`config.mk`:
```
export PLATFORM = sky130hd
export DESIGN_NAME = gat_load_ctrl_flat
export DESIGN_NICKNAME = d
export VERILOG_FILES = /design/src/rtl/gat_load_pkg.sv /design/src/rtl/gat_load_ctrl_if.sv /design/src/rtl/gat_load_ch_cnt.sv /design/src/rtl/gat_load_ctrl.sv /design/src/flat_wrapper.sv
export SDC_FILE = /design/constraint.sdc
export NUM_CORES = 1
export LEC_CHECK = 0
export ABC_CLOCK_PERIOD_IN_PS = 4050
export CORE_ASPECT_RATIO = 0.8
export CORE_MARGIN = 4
export CORE_UTILIZATION = 35
export CTS_CLUSTER_SIZE = 12
export DETAILED_ROUTE_END_ITERATION = 10
export DONT_BUFFER_PORTS = 1
export PLACE_DENSITY = 0.53
export SLEW_MARGIN = 5
export SYNTH_ARGS = -nofsm -noshare
export SYNTH_HDL_FRONTEND = slang
export SYNTH_SLANG_ARGS = --single-unit
export TNS_END_PERCENT = 1
```
`constraint.sdc`:
```
create_clock -name clk -period 4.05 [get_ports clk]
set_input_delay 0.2025 -clock clk [delete_from_list [all_inputs] [get_ports clk]]
set_output_delay 0.2025 -clock clk [all_outputs]
set_load 0.01 [all_outputs]
```
`src/rtl/gat_load_pkg.sv`:
```
// Shared types and constants for the GAT host load/run controller:
// FSM state encoding, status word bit positions and the channel-count check.
package gat_load_pkg;

  typedef enum logic [2:0] {
    ST_IDLE  = 3'd0,
    ST_LOAD  = 3'd1,
    ST_START = 3'd2,
    ST_RUN   = 3'd3,
    ST_DONE  = 3'd4
  } gat_state_e;

  localparam int MAX_CH = 8;

  localparam int STAT_STATE_LSB    = 0;
  localparam int STAT_ERR_MISALIGN = 3;
  localparam int STAT_ERR_OVERFLOW = 4;
  localparam int STAT_ERR_RANGE    = 5;
  localparam int STAT_DONE_LSB     = 8;
  localparam int STAT_RUN_LSB      = 16;

  localparam logic [15:0] RUN_CNT_MAX = 16'hFFFF;

  function automatic bit num_ch_ok(input int n);
    return (n >= 1) && (n <= MAX_CH);
  endfunction

endpackage

```
`src/rtl/gat_load_ctrl_if.sv`:
```
// Host-side write and read bus of the GAT load controller.
// Write: a beat transfers on the cycle where host_wr_valid && host_wr_ready; the
// host holds ch/addr/data stable while valid is high. Read: one request per host_rd_en cycle.
interface gat_load_ctrl_if #(
  parameter int TOP_WIDTH = 32,
  parameter int ADDR_W    = 18,
  parameter int RD_ADDR_W = 16,
  parameter int CH_SEL_W  = 2
) ();

  logic                   host_wr_valid;
  logic                   host_wr_ready;
  logic [CH_SEL_W-1:0]    host_wr_ch;
  logic [ADDR_W+1:0]      host_wr_addr;
  logic [TOP_WIDTH-1:0]   host_wr_data;

  logic                   host_rd_en;
  logic [RD_ADDR_W+1:0]   host_rd_addr;
  logic                   host_rd_valid;
  logic [TOP_WIDTH-1:0]   host_rd_data;

  modport master (
    output host_wr_valid, host_wr_ch, host_wr_addr, host_wr_data,
    output host_rd_en, host_rd_addr,
    input  host_wr_ready, host_rd_valid, host_rd_data
  );

  modport slave (
    input  host_wr_valid, host_wr_ch, host_wr_addr, host_wr_data,
    input  host_rd_en, host_rd_addr,
    output host_wr_ready, host_rd_valid, host_rd_data
  );

endinterface

```
`src/rtl/gat_load_ch_cnt.sv`:
```
// One load channel: latched depth, accepted-word count, done flag and the
// word-address range compare used to reject writes past the programmed depth.
module gat_load_ch_cnt #(
  parameter int ADDR_W = 18,
  parameter int CNT_W  = 19
) (
  input  logic              clk,
  input  logic              rst,
  input  logic              load,
  input  logic [CNT_W-1:0]  depth_in,
  input  logic              inc,
  input  logic [ADDR_W-1:0] wr_addr,
  output logic              in_range,
  output logic              done
);

  logic [CNT_W-1:0] depth_q;
  logic [CNT_W-1:0] count_q;
  logic [CNT_W-1:0] count_inc;

  assign count_inc = count_q + CNT_W'(1);
  assign in_range  = CNT_W'(wr_addr) < depth_q;

  // done is compared against the post-edge count so it rises with the completing write
  always_ff @(posedge clk) begin
    if (rst) begin
      depth_q <= '0;
      count_q <= '0;
      done    <= 1'b0;
    end else if (load) begin
      depth_q <= depth_in;
      count_q <= '0;
      done    <= (depth_in == '0);
    end else if (inc) begin
      count_q <= count_inc;
      done    <= (count_inc == depth_q);
    end
  end

endmodule

```
`src/rtl/gat_load_ctrl.sv`:
```
// Host load/run controller: NUM_CH load channels share one BRAM write port, the
// core is launched once every channel is full, and feature words are read back.
module gat_load_ctrl
  import gat_load_pkg::*;
#(
  parameter int TOP_WIDTH = 32,
  parameter int NUM_CH    = 4,
  parameter int ADDR_W    = 18,
  parameter int CNT_W     = 19,
  parameter int RD_ADDR_W = 16,
  parameter int CH_SEL_W  = (NUM_CH > 1) ? $clog2(NUM_CH) : 1
) (
  input  logic                      clk,
  input  logic                      rst,
  input  logic                      cfg_start,
  input  logic [NUM_CH*CNT_W-1:0]   cfg_depth,
  gat_load_ctrl_if.slave            host,
  output logic [NUM_CH-1:0]         bram_ena,
  output logic [NUM_CH-1:0]         bram_wea,
  output logic [ADDR_W-1:0]         bram_addra,
  output logic [TOP_WIDTH-1:0]      bram_din,
  output logic [NUM_CH-1:0]         ch_load_done,
  output logic                      gat_start,
  input  logic                      gat_ready,
  output logic [RD_ADDR_W-1:0]      feat_bram_addrb,
  input  logic [TOP_WIDTH-1:0]      feat_bram_dout,
  output logic [31:0]               status
);

  if (!num_ch_ok(NUM_CH)) begin : g_bad_num_ch
    $error("gat_load_ctrl: NUM_CH must be in 1..8");
  end

  gat_state_e state_q, state_d;

  logic                 cfg_acc;
  logic                 wr_acc;
  logic [ADDR_W-1:0]    wa;
  logic                 misalign;
  logic                 ch_valid;
  logic [NUM_CH-1:0]    ch_hit;
  logic [NUM_CH-1:0]    in_range;
  logic                 sel_done;
  logic                 sel_in_range;
  logic                 commit;
  logic [NUM_CH-1:0]    commit_vec;
  logic                 err_misalign, err_overflow, err_range;
  logic [15:0]          run_cnt;
  logic                 rd_v1;
  logic                 unused_rd_lsb;

  // ---------------- FSM ----------------
  assign cfg_acc = cfg_start && ((state_q == ST_IDLE) || (state_q == ST_DONE));

  always_ff @(posedge clk) begin
    if (rst) state_q <= ST_IDLE;
    else     state_q <= state_d;
  end

  always_comb begin
    state_d = state_q;
    case (state_q)
      ST_IDLE:  if (cfg_start)     state_d = ST_LOAD;
      ST_LOAD:  if (&ch_load_done) state_d = ST_START;
      ST_START:                    state_d = ST_RUN;
      ST_RUN:   if (gat_ready)     state_d = ST_DONE;
      ST_DONE:  if (cfg_start)     state_d = ST_LOAD;
      default:                     state_d = ST_IDLE;
    endcase
  end

  assign gat_start          = (state_q == ST_START);
  assign host.host_wr_ready = (state_q == ST_LOAD);

  // ---------------- write decode ----------------
  assign wr_acc   = host.host_wr_valid && host.host_wr_ready;
  assign wa       = host.host_wr_addr[ADDR_W+1:2];
  assign misalign = |host.host_wr_addr[1:0];
  assign ch_valid = {1'b0, host.host_wr_ch} < (CH_SEL_W+1)'(NUM_CH);

  always_comb begin
    ch_hit = '0;
    for (int c = 0; c < NUM_CH; c++) ch_hit[c] = (host.host_wr_ch == CH_SEL_W'(c));
  end

  assign sel_done     = |(ch_hit & ch_load_done);
  assign sel_in_range = |(ch_hit & in_range);
  // Checks are mutually exclusive: the first failing one claims the beat.
  assign commit       = wr_acc && !misalign && ch_valid && !sel_done && sel_in_range;
  assign commit_vec   = commit ? ch_hit : '0;

  for (genvar c = 0; c < NUM_CH; c++) begin : g_ch
    gat_load_ch_cnt #(
      .ADDR_W (ADDR_W),
      .CNT_W  (CNT_W)
    ) u_ch_cnt (
      .clk      (clk),
      .rst      (rst),
      .load     (cfg_acc),
      .depth_in (cfg_depth[c*CNT_W +: CNT_W]),
      .inc      (commit_vec[c]),
      .wr_addr  (wa),
      .in_range (in_range[c]),
      .done     (ch_load_done[c])
    );
  end

  always_ff @(posedge clk) begin
    if (rst) begin
      bram_ena   <= '0;
      bram_addra <= '0;
      bram_din   <= '0;
    end else begin
      bram_ena <= commit_vec;
      if (commit) begin
        bram_addra <= wa;
        bram_din   <= host.host_wr_data;
      end
    end
  end

  assign bram_wea = bram_ena;

  always_ff @(posedge clk) begin
    if (rst || cfg_acc) begin
      err_misalign <= 1'b0;
      err_overflow <= 1'b0;
      err_range    <= 1'b0;
    end else if (wr_acc) begin
      if (misalign)                         err_misalign <= 1'b1;
      else if (!ch_valid || sel_done)       err_overflow <= 1'b1;
      else if (!sel_in_range)               err_range    <= 1'b1;
    end
  end

  // ---------------- run timer ----------------
  always_ff @(posedge clk) begin
    if (rst || cfg_acc)                                 run_cnt <= '0;
    else if (state_q == ST_RUN && run_cnt != RUN_CNT_MAX) run_cnt <= run_cnt + 16'd1;
  end

  // ---------------- read-back pipeline ----------------
  always_ff @(posedge clk) begin
    if (rst) begin
      rd_v1              <= 1'b0;
      host.host_rd_valid <= 1'b0;
      feat_bram_addrb    <= '0;
    end else begin
      rd_v1              <= host.host_rd_en;
      host.host_rd_valid <= rd_v1;
      if (host.host_rd_en) feat_bram_addrb <= host.host_rd_addr[RD_ADDR_W+1:2];
    end
  end

  // Feature data is only meaningful once the core has finished.
  assign host.host_rd_data = (state_q == ST_DONE) ? feat_bram_dout : '0;
  assign unused_rd_lsb     = ^host.host_rd_addr[1:0];

  // ---------------- status ----------------
  always_comb begin
    status = '0;
    status[STAT_STATE_LSB +: 3]       = state_q;
    status[STAT_ERR_MISALIGN]         = err_misalign;
    status[STAT_ERR_OVERFLOW]         = err_overflow;
    status[STAT_ERR_RANGE]            = err_range;
    status[STAT_DONE_LSB +: NUM_CH]   = ch_load_done;
    status[STAT_RUN_LSB +: 16]        = run_cnt;
  end

endmodule

```
`src/flat_wrapper.sv`:
```
// flat-port wrapper written by rule: the top's interface ports become plain ports
module gat_load_ctrl_flat import gat_load_pkg::*;
#(
  parameter int TOP_WIDTH = 32,
  parameter int NUM_CH    = 4,
  parameter int ADDR_W    = 18,
  parameter int CNT_W     = 19,
  parameter int RD_ADDR_W = 16,
  parameter int CH_SEL_W  = (NUM_CH > 1) ? $clog2(NUM_CH) : 1
)
  (clk, rst, cfg_start, cfg_depth, bram_ena, bram_wea, bram_addra, bram_din, ch_load_done, gat_start, gat_ready, feat_bram_addrb, feat_bram_dout, status, host_host_wr_valid, host_host_wr_ch, host_host_wr_addr, host_host_wr_data, host_host_rd_en, host_host_rd_addr, host_host_wr_ready, host_host_rd_valid, host_host_rd_data);
  gat_load_ctrl_if #(.TOP_WIDTH(TOP_WIDTH), .ADDR_W(ADDR_W), .RD_ADDR_W(RD_ADDR_W), .CH_SEL_W(CH_SEL_W)) host_i ();
  input  logic clk;
  input  logic rst;
  input  logic cfg_start;
  input  logic [NUM_CH*CNT_W-1:0] cfg_depth;
  output logic [NUM_CH-1:0] bram_ena;
  output logic [NUM_CH-1:0] bram_wea;
  output logic [ADDR_W-1:0] bram_addra;
  output logic [TOP_WIDTH-1:0] bram_din;
  output logic [NUM_CH-1:0] ch_load_done;
  output logic gat_start;
  input  logic gat_ready;
  output logic [RD_ADDR_W-1:0] feat_bram_addrb;
  input  logic [TOP_WIDTH-1:0] feat_bram_dout;
  output logic [31:0] status;
  input wire logic [$bits(host_i.host_wr_valid)-1:0] host_host_wr_valid;
  input wire logic [$bits(host_i.host_wr_ch)-1:0] host_host_wr_ch;
  input wire logic [$bits(host_i.host_wr_addr)-1:0] host_host_wr_addr;
  input wire logic [$bits(host_i.host_wr_data)-1:0] host_host_wr_data;
  input wire logic [$bits(host_i.host_rd_en)-1:0] host_host_rd_en;
  input wire logic [$bits(host_i.host_rd_addr)-1:0] host_host_rd_addr;
  output wire logic [$bits(host_i.host_wr_ready)-1:0] host_host_wr_ready;
  output wire logic [$bits(host_i.host_rd_valid)-1:0] host_host_rd_valid;
  output wire logic [$bits(host_i.host_rd_data)-1:0] host_host_rd_data;
  assign host_i.host_wr_valid = host_host_wr_valid;
  assign host_i.host_wr_ch = host_host_wr_ch;
  assign host_i.host_wr_addr = host_host_wr_addr;
  assign host_i.host_wr_data = host_host_wr_data;
  assign host_i.host_rd_en = host_host_rd_en;
  assign host_i.host_rd_addr = host_host_rd_addr;
  assign host_host_wr_ready = host_i.host_wr_ready;
  assign host_host_rd_valid = host_i.host_rd_valid;
  assign host_host_rd_data = host_i.host_rd_data;
  gat_load_ctrl #(.TOP_WIDTH(TOP_WIDTH), .NUM_CH(NUM_CH), .ADDR_W(ADDR_W), .CNT_W(CNT_W), .RD_ADDR_W(RD_ADDR_W), .CH_SEL_W(CH_SEL_W)) u_core (.clk(clk), .rst(rst), .cfg_start(cfg_start), .cfg_depth(cfg_depth), .host(host_i), .bram_ena(bram_ena), .bram_wea(bram_wea), .bram_addra(bram_addra), .bram_din(bram_din), .ch_load_done(ch_load_done), .gat_start(gat_start), .gat_ready(gat_ready), .feat_bram_addrb(feat_bram_addrb), .feat_bram_dout(feat_bram_dout), .status(status));
endmodule
```
==> run metrics <==
outcome=finished clean; grt ovf=0; H-Tree Depth=1; Post-CTS Setup Repair Bufs=0; crit end category=register; RSZ-0062 raised after global routing=no; startpoint types=register; DRT Wirelength=approximately 48000 microns; routed len/inst=19.82 microns; peak supply drop=roughly 290 uV; worst slack at placement=around 0.48 ns; root buffer cell=clkbuf_16; XOR/XNOR share of the synthesized area=7.599%; crit share post-route=between 80% and 90%; met3 usage=4.278%; fmax=about 280 MHz; Port Buffers=0; GP Congestion=~0.83; TritonCTS clock tree=done; initial antenna violation count=4; Placed Instance Area=~15000 sq um; Cell variety after synth=a little over 80; gr usage total=slightly above 20%; Mapped Area=14290 sq um; register area share after synthesis=a little over a third; EDFF count, synth=0; Slowest cell on crit path=o211ai_4; antenna fix cells=0; Post-CTS Resized=0; CP Cell Sequence=inv_1 -> ha_1 -> nand4_1 -> or4_1 -> o311ai_1 -> o211ai_2 -> o211ai_4 -> buf_4 -> nor3_1 -> o21a_1; largest net degree at the start of global routing=about 160; initial core utilization=about 36%; worst hold path depth=5; row count=65; MaxCap Viol Count=0; Hold-fix buffers, CTS=around 150; Yosys reg bits=250; share of cells above drive strength 1=5.455%; Yosys Warn Count=0; setup ws final=~0.5 ns; number of global-route vias before repair=roughly 13k; max incr delay on CP=0.77 ns; Hold/Removal Path Class=primary input to register; Pre-antenna DRT Iters=5; WS Path Type=register to register; first-pass GRT wire length=approximately 73000 microns; filler cell count=approximately 4k; mux cell area share after synthesis=under 10%; Core ar.=between 30000 and 40000 sq um; Slew HR=roughly 36%; setup TNS=0 ns; post-synthesis compound-gate area fraction=15.18%; Initial DRC Count=about 900; post-synthesis async set-or-reset flop share=0%; DRC errors left=0; die height=approximately 190 microns; ANT nets after route=0; Synth Instances=~1.8k; Avg Cell Area, Syn=just over 8 sq um; Final Cell Area=~17000 sq um; Reg2Reg Depth=10; Worst-Skew Late Latency=slightly below 0.6 ns; Layout Utilization=42.78%; # setup viols final=0; Final Max Tran Viols=0; io pins=331; synthesized-area fraction occupied by adder cells=under 10%; die width=roughly 230 microns; combinational family with the most area after synthesis=simple AND/OR/NAND/NOR gates; crit path DAT=between 4 and 5 ns; PwrDens=approximately 350 nW/um^2; Worst-Margin Slew=~0.96 ns; Sink Count=250; Clock Skews=0.02167 ns; Clock Pin Slew Worst Setup and Hold Paths=approximately 0.06 ns; grt met1 use=between 30% and 40%; detailed-placement wirelength estimate=~33000 microns; Leak Pwr=between 6 and 7 nW; Vias=between 10k and 15k; simple-gate share of the synthesized area=about a quarter; total CTS buffers=29; via/cell ratio=about 5.4; nets@finish=between 2k and 2.5k; GR Util met2=between 30% and 40%; clk buf depth=3; Fin. Hold Viols=0; die area=approximately 44000 sq um; required time worst endpoint=4.52 ns; Top Usage Layer GRT=met2; P&R area growth vs syn=19.28%; Max FO, Critical Path=33; Synth Flop Type=dfxtp_1; fin crit period=roughly 3.6 ns
[synth_stat cells, types with 28 or more instances]
cell type  number  area share (%)
a21oi_1       179             6.3
and3_1         43             1.9
clkbuf_1       64             1.7
dfxtp_1       250              35
ha_1           73             6.4
inv_1          82             2.2
mux2i_1        76             5.3
nand2_1       226             5.9
nand3_1        48             1.7
nand4_1        30             1.3
nor2_1        134             3.5
nor4_1         28             1.2
o21ai_0        62             2.2
or3_1          51             2.2
xnor2_1        79             4.8
xor2_1         45             2.8
[stage by stage]
stage          cells  power (mW)  hold WS [ns]
5_1_grt         2406       6.232       0.07650
2_1_floorplan   1763       3.064        0.3385
4_1_cts         2406       6.048       0.02043
3_3_place_gp    2200       3.165        0.3059
6_report        2406       5.984       0.04756
3_5_place_dp    2200       3.179        0.3099
[path summary, 6_finish.rpt]
check | end | slack (ns) | startpoint
setup reg to reg | u_core.g_ch[1].u_ch_cnt.count_q[8]$_SDFFE_PP0P_ | 0.49 | u_core.g_ch[1].u_ch_cnt.depth_q[14]$_SDFFE_PP0P_
hold reg to reg | u_core.g_ch[1].u_ch_cnt.depth_q[10]$_SDFFE_PP0P_ | 0.47 | u_core.g_ch[1].u_ch_cnt.depth_q[10]$_SDFFE_PP0P_
hold / removal | u_core.g_ch[1].u_ch_cnt.count_q[16]$_SDFFE_PP0P_ | 0.05 | host_host_wr_ch[0]
setup / recovery | u_core.g_ch[1].u_ch_cnt.count_q[8]$_SDFFE_PP0P_ | 0.49 | u_core.g_ch[1].u_ch_cnt.depth_q[14]$_SDFFE_PP0P_
[state kept, by name, indices dropped and copies added (netlist names)]
| register | count |
|---|---|
| u_core.rd_v1 | 1 |
| u_core.g_ch.u_ch_cnt.count_q | 76 |
| u_core.host.host_rd_valid | 1 |
| u_core.bram_din | 32 |
| u_core.run_cnt | 16 |
| u_core.err_range | 1 |
| u_core.feat_bram_addrb | 16 |
| u_core.err_misalign | 1 |
| u_core.state_q | 3 |
| u_core.g_ch.u_ch_cnt.depth_q | 76 |
| u_core.bram_addra | 18 |
| u_core.g_ch.u_ch_cnt.done | 4 |
| u_core.bram_ena | 4 |
| u_core.err_overflow | 1 |
[cell families after synthesis]
family | after synthesis
fa+ha+maj | 73
buf+inv | 201
simple gates | 671
other cells | 1
xor+xnor | 124
compound gates | 361
flops | 250
mux | 77
[worst max-delay path, delay by kind of cell, from the launching register on]
| family | cells | cell delay, ns |
|---|---|---|
| adders and majority gates | 1 | 0.31 |
| DFF | 1 | 0.43 |
| buffers and inverters | 2 | 0.33 |
| AOI/OAI and AO/OA | 4 | 1.70 |
| and+or+nand+nor | 3 | 0.69 |
[where the power goes]
part / internal [mW] / total, mW / switching [mW]
combinational: 0.312 / 0.675 / 0.363
clock: 1.58 / 2.69 / 1.11
sequential: 2.52 / 2.62 / 0.0925
[area by class of cell]
class                   count  area [sq um]  area share [%]
multi-input cells        1312          8377           49.14
clock buffers              44         822.0           4.822
clock inverters             9         128.9          0.7560
repair buffers            173          1737           10.19
flip-flops and latches    250          5005           29.36
inverters                  82         307.8           1.806
well taps                 536         670.6           3.934
[layout by cell type, fill, tap and decap left out, types with 10 or more instances in the layout]
| cell | n |
|---|---|
| clkbuf_16 | 29 |
| and3_1 | 43 |
| nor2_1 | 134 |
| mux2i_1 | 76 |
| xor2_1 | 45 |
| o21ai_0 | 62 |
| nand2_1 | 225 |
| o31ai_1 | 19 |
| or4_1 | 15 |
| nor4_1 | 28 |
| clkbuf_1 | 11 |
| or3_1 | 51 |
| nand3_1 | 48 |
| dfxtp_1 | 250 |
| nand4_1 | 30 |
| nor3_1 | 21 |
| o211ai_1 | 15 |
| buf_4 | 17 |
| ha_1 | 73 |
| xnor2_1 | 79 |
| and4_1 | 13 |
| and2_1 | 11 |
| dlygate4sd3_1 | 152 |
| a21oi_1 | 179 |
| a21o_1 | 10 |
| inv_1 | 82 |
[metal layers]
metal	share of wire, %	vias up	wire length [microns]
li1	-	6334	-
met1	47	6257	22490
met2	44	328	21210
met3	6.4	66	3044
met4	2.0	0	936
met5	0	-	0
(Power assumes the default switching activity.)
